<file path="src/rtl/store_buffer_coalesce.sv">
// Coalescing store buffer: in-order circular FIFO of stores drained to the dcache via req/ack.
// Optional store-to-load forwarding is built when STB_LOAD_FWD_EN is defined.
module store_buffer_coalesce #(
    parameter int ADDR_WIDTH     = 32,
    parameter int DATA_WIDTH     = 32,
    parameter int BYTE_SEL_WIDTH = DATA_WIDTH/8,
    parameter int BLEN           = 4,
    parameter int BLEN_IDX       = $clog2(BLEN)
) (
    input  logic                      clk,
    input  logic                      rst_n,
    input  logic [ADDR_WIDTH-1:0]     lsummu2stb_addr,
    input  logic [DATA_WIDTH-1:0]     lsummu2stb_wdata,
    input  logic [BYTE_SEL_WIDTH-1:0] lsummu2stb_sel_byte,
    input  logic                      lsummu2stb_w_en,
    input  logic                      lsummu2stb_req,
    input  logic                      dmem_sel_i,
    input  logic [ADDR_WIDTH-1:0]     lsummu2stb_ld_addr,
    output logic                      stb2lsummu_stall,
    output logic                      stb2lsummu_ack,
    output logic [DATA_WIDTH-1:0]     stb2lsummu_fwd_data,
    output logic [BYTE_SEL_WIDTH-1:0] stb2lsummu_fwd_mask,
    output logic                      stb2lsummu_fwd_hit,
    output logic [ADDR_WIDTH-1:0]     stb2dcache_addr,
    output logic [DATA_WIDTH-1:0]     stb2dcache_wdata,
    output logic [BYTE_SEL_WIDTH-1:0] stb2dcache_sel_byte,
    output logic                      stb2dcache_w_en,
    output logic                      stb2dcache_req,
    output logic                      stb2dcache_empty,
    output logic                      dmem_sel_o,
    input  logic                      dcache2stb_ack
);

    // state   | meaning
    // IDLE    | nothing presented to the dcache, head outputs forced to zero
    // REQ     | head entry presented with req held until dcache ack

    localparam int                OFF      = $clog2(BYTE_SEL_WIDTH);
    localparam logic [BLEN_IDX:0] CNT_FULL = (BLEN_IDX+1)'(BLEN);
    localparam logic [BLEN_IDX:0] CNT_ONE  = (BLEN_IDX+1)'(1);

    typedef enum logic {ST_IDLE, ST_REQ} state_t;

    state_t                    state;
    logic [ADDR_WIDTH-1:0]     ent_addr [BLEN];
    logic [DATA_WIDTH-1:0]     ent_data [BLEN];
    logic [BYTE_SEL_WIDTH-1:0] ent_mask [BLEN];
    logic [BLEN-1:0]           ent_dsel;
    logic [BLEN-1:0]           ent_valid;
    logic [BLEN_IDX-1:0]       wr_ptr;
    logic [BLEN_IDX-1:0]       rd_ptr;
    logic [BLEN_IDX:0]         count;
    logic                      ack_q;

    logic [BLEN_IDX-1:0]       tail_idx;
    logic                      coalesce_hit;
    logic                      store;
    logic                      push_new;
    logic                      pop;

    assign tail_idx = wr_ptr - 1'b1;

    // The head being drained must stay frozen, so it is never a merge target in REQ.
    assign coalesce_hit = (count != '0) && ent_valid[tail_idx]
                       && (ent_addr[tail_idx][ADDR_WIDTH-1:OFF] == lsummu2stb_addr[ADDR_WIDTH-1:OFF])
                       && !((state == ST_REQ) && (tail_idx == rd_ptr));

    assign stb2lsummu_stall = (count == CNT_FULL) && !coalesce_hit;
    assign store            = lsummu2stb_req && lsummu2stb_w_en && !stb2lsummu_stall;
    assign push_new         = store && !coalesce_hit;
    assign pop              = (state == ST_REQ) && dcache2stb_ack;
    assign stb2lsummu_ack   = ack_q;

    always_ff @(posedge clk or negedge rst_n) begin
        if (!rst_n) begin
            for (int i = 0; i < BLEN; i++) begin
                ent_addr[i] <= '0;
                ent_data[i] <= '0;
                ent_mask[i] <= '0;
            end
            ent_dsel  <= '0;
            ent_valid <= '0;
            wr_ptr    <= '0;
            rd_ptr    <= '0;
            count     <= '0;
            ack_q     <= 1'b0;
        end else begin
            ack_q <= store;
            if (pop) begin
                ent_valid[rd_ptr] <= 1'b0;
                rd_ptr            <= rd_ptr + 1'b1;
            end
            if (store && coalesce_hit) begin
                for (int b = 0; b < BYTE_SEL_WIDTH; b++) begin
                    if (lsummu2stb_sel_byte[b]) begin
                        ent_data[tail_idx][8*b +: 8] <= lsummu2stb_wdata[8*b +: 8];
                    end
                end
                ent_mask[tail_idx] <= ent_mask[tail_idx] | lsummu2stb_sel_byte;
            end else if (push_new) begin
                ent_addr[wr_ptr]  <= lsummu2stb_addr;
                ent_data[wr_ptr]  <= lsummu2stb_wdata;
                ent_mask[wr_ptr]  <= lsummu2stb_sel_byte;
                ent_dsel[wr_ptr]  <= dmem_sel_i;
                ent_valid[wr_ptr] <= 1'b1;
                wr_ptr            <= wr_ptr + 1'b1;
            end
            if (push_new && !pop) begin
                count <= count + 1'b1;
            end else if (!push_new && pop) begin
                count <= count - 1'b1;
            end
        end
    end

    always_ff @(posedge clk or negedge rst_n) begin
        if (!rst_n) begin
            state <= ST_IDLE;
        end else begin
            case (state)
                ST_IDLE: if (count != '0) state <= ST_REQ;
                ST_REQ:  if (dcache2stb_ack && !(count > CNT_ONE)) state <= ST_IDLE;
                default: state <= ST_IDLE;
            endcase
        end
    end

    assign stb2dcache_req      = (state == ST_REQ);
    assign stb2dcache_w_en     = stb2dcache_req;
    assign stb2dcache_empty    = (count == '0);
    assign stb2dcache_addr     = stb2dcache_req ? ent_addr[rd_ptr] : '0;
    assign stb2dcache_wdata    = stb2dcache_req ? ent_data[rd_ptr] : '0;
    assign stb2dcache_sel_byte = stb2dcache_req ? ent_mask[rd_ptr] : '0;
    assign dmem_sel_o          = stb2dcache_req ? ent_dsel[rd_ptr] : 1'b0;

`ifdef STB_LOAD_FWD_EN
    logic [BLEN_IDX-1:0] fwd_idx;

    // Walk oldest to youngest so the youngest matching byte wins.
    always_comb begin
        stb2lsummu_fwd_data = '0;
        stb2lsummu_fwd_mask = '0;
        fwd_idx             = '0;
        for (int k = 0; k < BLEN; k++) begin
            fwd_idx = rd_ptr + BLEN_IDX'(k);
            if (ent_valid[fwd_idx]
                && (ent_addr[fwd_idx][ADDR_WIDTH-1:OFF] == lsummu2stb_ld_addr[ADDR_WIDTH-1:OFF])) begin
                for (int b = 0; b < BYTE_SEL_WIDTH; b++) begin
                    if (ent_mask[fwd_idx][b]) begin
                        stb2lsummu_fwd_data[8*b +: 8] = ent_data[fwd_idx][8*b +: 8];
                        stb2lsummu_fwd_mask[b]        = 1'b1;
                    end
                end
            end
        end
    end

    assign stb2lsummu_fwd_hit = &stb2lsummu_fwd_mask;
`else
    logic unused_ld_addr;

    assign unused_ld_addr      = ^lsummu2stb_ld_addr;
    assign stb2lsummu_fwd_data = '0;
    assign stb2lsummu_fwd_mask = '0;
    assign stb2lsummu_fwd_hit  = 1'b0;
`endif

endmodule
</file>
<file path="config.mk">
export PLATFORM = sky130hd
export DESIGN_NAME = store_buffer_coalesce
export DESIGN_NICKNAME = d
export VERILOG_FILES = /design/src/rtl/store_buffer_coalesce.sv
export SDC_FILE = /design/constraint.sdc
export NUM_CORES = 1
export LEC_CHECK = 0
export BUFFER_PORTS_ARGS = -buffer_cell sky130_fd_sc_hd__buf_2
export CAP_MARGIN = 20
export CORE_MARGIN = 2
export CORE_UTILIZATION = 53
export DETAILED_ROUTE_END_ITERATION = 16
export PLACE_DENSITY = 0.81
export SYNTH_ARGS = -nofsm -noshare
export SYNTH_HDL_FRONTEND = slang
export SYNTH_SLANG_ARGS = --single-unit
</file>
<file path="constraint.sdc">
create_clock -name clk -period 3.6 [get_ports clk]
set_input_delay 0.72 -clock clk [delete_from_list [all_inputs] [get_ports clk]]
set_output_delay 0.72 -clock clk [all_outputs]
set_load 0.1 [all_outputs]
</file>
* After elaboration in Yosys (flattened, before gate mapping)
Cells that the tools add are included.
Cells by class: muxes and demuxes 69, shifts and indexed selects 0, equality and inequality tests 3, bitwise operators 9, magnitude comparators 11, divide/modulo/power cells 0, add/subtract/negate cells 5, $mul 0, reduce and logical (&&, ||, !) cells 28
Operator list (number):
- 128-bit two-way mux | 9
- 128-bit bitwise mux | 6
- 32-bit demux with 2-bit select | 5
- 32-bit two-way mux | 10
- 32-bit binary-select mux with 2-bit select | 3
- 16-bit two-way mux | 3
- 4-bit two-way mux | 10
- 16-bit bitwise mux | 2
- 30-bit == test | 1
- 24-bit two-way mux | 1
- 1-bit logical AND | 17
- 4-bit binary-select mux with 2-bit select | 2
- 4-bit demux with 2-bit select | 2
- 3-bit greater-or-equal comparator (second input constant) | 3
- 2-bit by 3-bit < comparator with 1-bit output (second input constant) | 3
- 2-bit NOT with 3-bit output | 3
- 8-bit two-way mux | 1
- 4-bit OR | 2
- 1-bit two-way mux | 7
- 1-bit logical NOT | 6
- 3-bit by 1-bit < comparator with 1-bit output (second input constant) | 2
- 3-bit two-way mux | 2
- 2-bit by 1-bit adder with 2-bit output (second input constant) | 2
- 4-bit AND | 1
- 17 further kinds | 22
Word-level totals: RAM bits 0, latch bits 0, bits in registers 289, input port bits 106, memories 0, output and inout bits 111, memory bits (read-only) 0, word-level logic and storage cells 144

* Longest topological paths before layout
word-level depth 23, mapped depth 16, depth with buffers taken out 12

* Least setup slack after synthesis
OpenSTA, ideal clock, no wires.
path type register to output, start point register count[0], end point output port stb2lsummu_stall, path slack -0.670 ns, stages on the path, launching flop included 9, data required time 2.880 ns, arrival time 3.550 ns, cell sequence dfrtp_1 -> inv_1 -> ha_1 -> inv_1 -> nor2_1 -> nor3b_1 -> o211a_4 -> nand3_1 -> and3_1
Between the ends: word-level cells in the longest chain between the ends 6
RTL lines:
- start, declared | RTL line 52 | logic [BLEN_IDX:0] count;
- start signal, assigned | RTL line 109 | count <= count + 1'b1;
- start signal, assigned | RTL line 111 | count <= count - 1'b1;
- 3-bit nonzero test | RTL line 64 | assign coalesce_hit = (count != '0) && ent_valid[tail_idx]
- 1-bit logical AND | RTL line 64
- 1-bit logical AND | RTL line 65 | && (ent_addr[tail_idx][ADDR_WIDTH-1:OFF] == lsummu2stb_addr[ADDR_WIDTH-1:OFF])
- 1-bit logical AND | RTL line 66 | && !((state == ST_REQ) && (tail_idx == rd_ptr));
- 1-bit logical NOT | RTL line 68 | assign stb2lsummu_stall = (count == CNT_FULL) && !coalesce_hit;
- 1-bit logical AND (*) | RTL line 68
- end, declared | RTL line 19 | output logic stb2lsummu_stall,
Mark *: on every way between the ends. The rest lies on a longest branch, timed or not.

* Worst setup path in the final report
start point register wr_ptr[0], end point output port stb2lsummu_stall
Between the ends: word-level cells in the longest chain between the ends 10
RTL lines:
- start, declared | RTL line 50 | logic [BLEN_IDX-1:0] wr_ptr;
- start signal, assigned | RTL line 106 | wr_ptr <= wr_ptr + 1'b1;
- 2-bit by 1-bit subtractor with 2-bit output (*) | RTL line 61 | assign tail_idx = wr_ptr - 1'b1;
- via tail_idx[0] | RTL line 55 | logic [BLEN_IDX-1:0] tail_idx;
- 2-bit NOT with 3-bit output (not written as such) | RTL line 65
- 32-bit binary-select mux with 2-bit select | RTL line 65
- 32-bit two-way mux (not written as such) (2 in series) | RTL line 65
- 30-bit == test | RTL line 65
- 1-bit logical AND | RTL line 65
- 1-bit logical AND (*) | RTL line 66
- 1-bit logical NOT (*) | RTL line 68
- 1-bit logical AND (*) | RTL line 68
The timed path passes the listed nets; every way through them passes the cells marked *. The select of a mux whose other input is x is not followed.

==> summary.txt <==
Routed vias/inst -> 5.89
Synth unique cells -> 48
Mapped Area -> 15800 um2
Post-synthesis sequential area ratio -> 0.458
Final #Nets -> 1374
DIE WIDTH -> 177 um
Synth Warn # -> 0
Die ar. -> 31200 um2
Crit-path max FO -> 4
WP data arrival -> 3.31 ns
Initial drt markers -> 661
Boundary pin count -> 217
Slew Viols, Final -> 0
ANT nets after route -> 0
Worst path slowest cell -> dfrtp_2
Final wirelength -> 37500 um
Pre-antenna DRT Iters -> 5
Worst r2r src -> wr_ptr[0]$_DFFE_PN0N_
Avg WL per Cell -> 22.4 um
TritonCTS Sinks -> 289
Final Cycle Share -> 1.12
Hold Buf Count CTS -> 0
Syn Area/Cell -> 15.3 um2
Non-filler cells, final -> 1672
# fillers -> 2014
RSZ-0062 raised after global routing -> true
Max Clock Freq -> 248 MHz
Setup Crit Path Kind -> reg2out
Crit path top cell by count -> buf_12
Global-route wire length before repair -> 58300 um
Max cap viols -> 0
HPWL Detailed -> 23300 um
Crit path launch type -> flop
Initial core utilization -> 0.536
Actual transition at the worst max-transition pin -> 0.836 ns
Bufs on Longest Clock Path -> 3
Flops & latches, synth -> 289
Layout area overhead -> 20.8%
Final hold viol count -> 0
FF-to-FF path depth -> 14
Multi-input logic area -> 8190 um2
Die Y -> 177 um
Placer Congestion -> 0.792
CTS tree -> built
Setup ws final -> -0.429 ns
Register area -> 7240 um2
Row count -> 63
Via count -> 9847
Total global-route track usage -> 0.238
Critical R2R Capture -> ent_mask[10]$_DFFE_PN0P_
Vias in the first global route -> 10400
Worst-path clk slew -> 0.06 ns
Register-to-register setup slack -> 0.06 ns
Placed Cells -> 1585
Pin count of the biggest net entering global routing -> 107
Syn Inst Count -> 1032
Core footprint -> 29500 um2
Layout cell share with drive strength beyond 1 -> 0.534
Worst hold slack -> 0.0692 ns
Final Skew -> 0.0196 ns
Num CTS Buffers -> 31
Fin util -> 0.647
H-tree depth -> 1
Hold Crit Class -> in2async
Status -> finished with violations
Failing checks -> negative setup slack
Final Critical Period -> 4.03 ns
Post-DP Area -> 17300 um2
Clock Latency Late Sink -> 0.57 ns
Crit-path max cell delay -> 0.41 ns
Drt drc -> 0
Clock root buffer -> clkbuf_16
Headroom to the max-slew limit -> 0.443
Gr ovfl total -> 0
Initial antenna violation count -> 4
Critical path capture point type -> output pin
I/O Buffers -> 147
Count of final setup violators -> 1
Critical Path RT -> 2.88 ns
Cell area after layout -> 19100 um2
Worst-path cell chain -> inv_2 -> ha_4 -> buf_12 -> buf_12 -> mux4_2 -> xnor2_2 -> nand2_1 -> nor4_2 -> buf_4 -> nand3_2 -> and3_4 -> buf_12
[how the worst max path moves through the flow]
stage	from	end	slack [ns]
finish	wr_ptr[0]$_DFFE_PN0N_	stb2lsummu_stall	-0.43
global placement	wr_ptr[0]$_DFFE_PN0N_	stb2lsummu_stall	0.06
global route	wr_ptr[0]$_DFFE_PN0N_	stb2lsummu_stall	-0.51
CTS	wr_ptr[0]$_DFFE_PN0N_	stb2lsummu_stall	-0.34
detailed placement	wr_ptr[0]$_DFFE_PN0N_	ent_data[76]$_DFFE_PN0P_	-0.02
floorplan	wr_ptr[0]$_DFFE_PN0N_	ent_data[56]$_DFFE_PN0P_	0.02
[layout by cell type, fill, tap and decap left out, drive strengths merged, types with 2 or more instances in the layout]
cell      instances
xor2              8
mux2i             7
mux2            261
inv              18
nor3              3
or4               2
o2111ai           4
o21ai             2
nand2            12
xnor2            30
nor4              8
and2             91
buf             242
a21o              4
bufinv            8
clkinvlp          6
conb             37
a211oi           32
diode             2
nand3             8
a21oi             2
mux4            101
dfrtp           289
clkbuf           36
and3              2
nand4            10
nor2             16
clkinv            7
o22ai            17
ha               13
[metrics by stage]
| stage | worst slack [ns] | TNS (ns) |
|---|---|---|
| after floorplan | 0.0241 | 0 |
| after global placement | 0.0567 | 0 |
| after detailed placement | -0.0226 | -0.299 |
| after CTS | -0.345 | -1.34 |
| after global routing | -0.506 | -1.28 |
| final | -0.429 | -0.429 |
[Yosys cell counts (all sizes together)]
cell | n | area (um2)
mux2i | 7 | 70.1
a21o | 4 | 30.0
ha | 13 | 163
or4 | 2 | 18.8
xor2 | 8 | 70.1
mux2 | 261 | 3210
dfrtp | 289 | 7230
conb | 1 | 3.75
and2 | 91 | 569
nor3 | 3 | 26.3
a311oi | 1 | 8.76
mux4 | 101 | 2330
nor4 | 8 | 138
a21oi | 2 | 10.0
nor2 | 16 | 67.6
clkbuf | 20 | 75.1
o22ai | 17 | 327
nand2 | 12 | 45.0
buf | 69 | 548
nand4 | 10 | 129
o2111ai | 4 | 35.0
and3 | 2 | 12.5
o21ai | 2 | 10.0
nand2b | 1 | 6.26
a211oi | 32 | 240
xnor2 | 30 | 293
o211a | 1 | 17.5
nand3 | 8 | 40.0
nor3b | 1 | 7.51
inv | 16 | 60.1
[repair_timing]
action / in CTS / in global routing
setup endpoints to repair: 100 / 143
resized for setup: 28 / 23
cloned: 1 / 1
pin swaps: 27 / 24
buffers inserted: 15 / 19
[kinds of logic after synthesis]
| kind of cell | after synthesis | share of synthesized area |
|---|---|---|
| flops | 289 | 0.458 |
| simple gates | 154 | 0.0671 |
| other cells | 1 | 0.000237 |
| mux | 369 | 0.355 |
| xor+xnor | 38 | 0.0230 |
| fa+ha+maj | 13 | 0.0103 |
| compound gates | 63 | 0.0429 |
| buf+inv | 105 | 0.0432 |
[registers in the layout, summed over array words and instances (netlist names)]
register	flops
ent_mask	16
stb2dcache_req	1
ent_addr	128
rd_ptr	2
count	3
wr_ptr	2
stb2lsummu_ack	1
ent_dsel	4
ent_valid	4
ent_data	128
[routing by layer]
| metal | up-vias | GRT usage | share of wire | wire length [um] |
|---|---|---|---|---|
| li1 | 4242 | - | - | - |
| met1 | 5159 | 0.332 | 0.43 | 16000 |
| met2 | 368 | 0.392 | 0.49 | 18300 |
| met3 | 74 | 0.0350 | 0.059 | 2230 |
| met4 | 4 | 0.0668 | 0.026 | 965 |
| met5 | - | 0 | 0.00048 | 18 |
[cell type report]
cell class | count | area share
diodes | 2 | 0.000262
clock buffers | 35 | 0.0430
clock inverters | 23 | 0.0181
inverters | 16 | 0.00315
multi-input cells | 674 | 0.429
flip-flops and latches | 289 | 0.379
well taps | 390 | 0.0256
repair buffers | 243 | 0.101
[worst max-delay path: cells and delay by family, from the launching register on]
family | cells | cell delay (ns)
simple gates | 4 | 0.83
mux | 1 | 0.31
fa+ha+maj | 1 | 0.22
xor+xnor | 1 | 0.25
buf+inv | 5 | 0.71
flops | 1 | 0.41
Power is not shown: default switching activity piles up to over one toggle a cycle in this logic, so the estimate is an artifact.
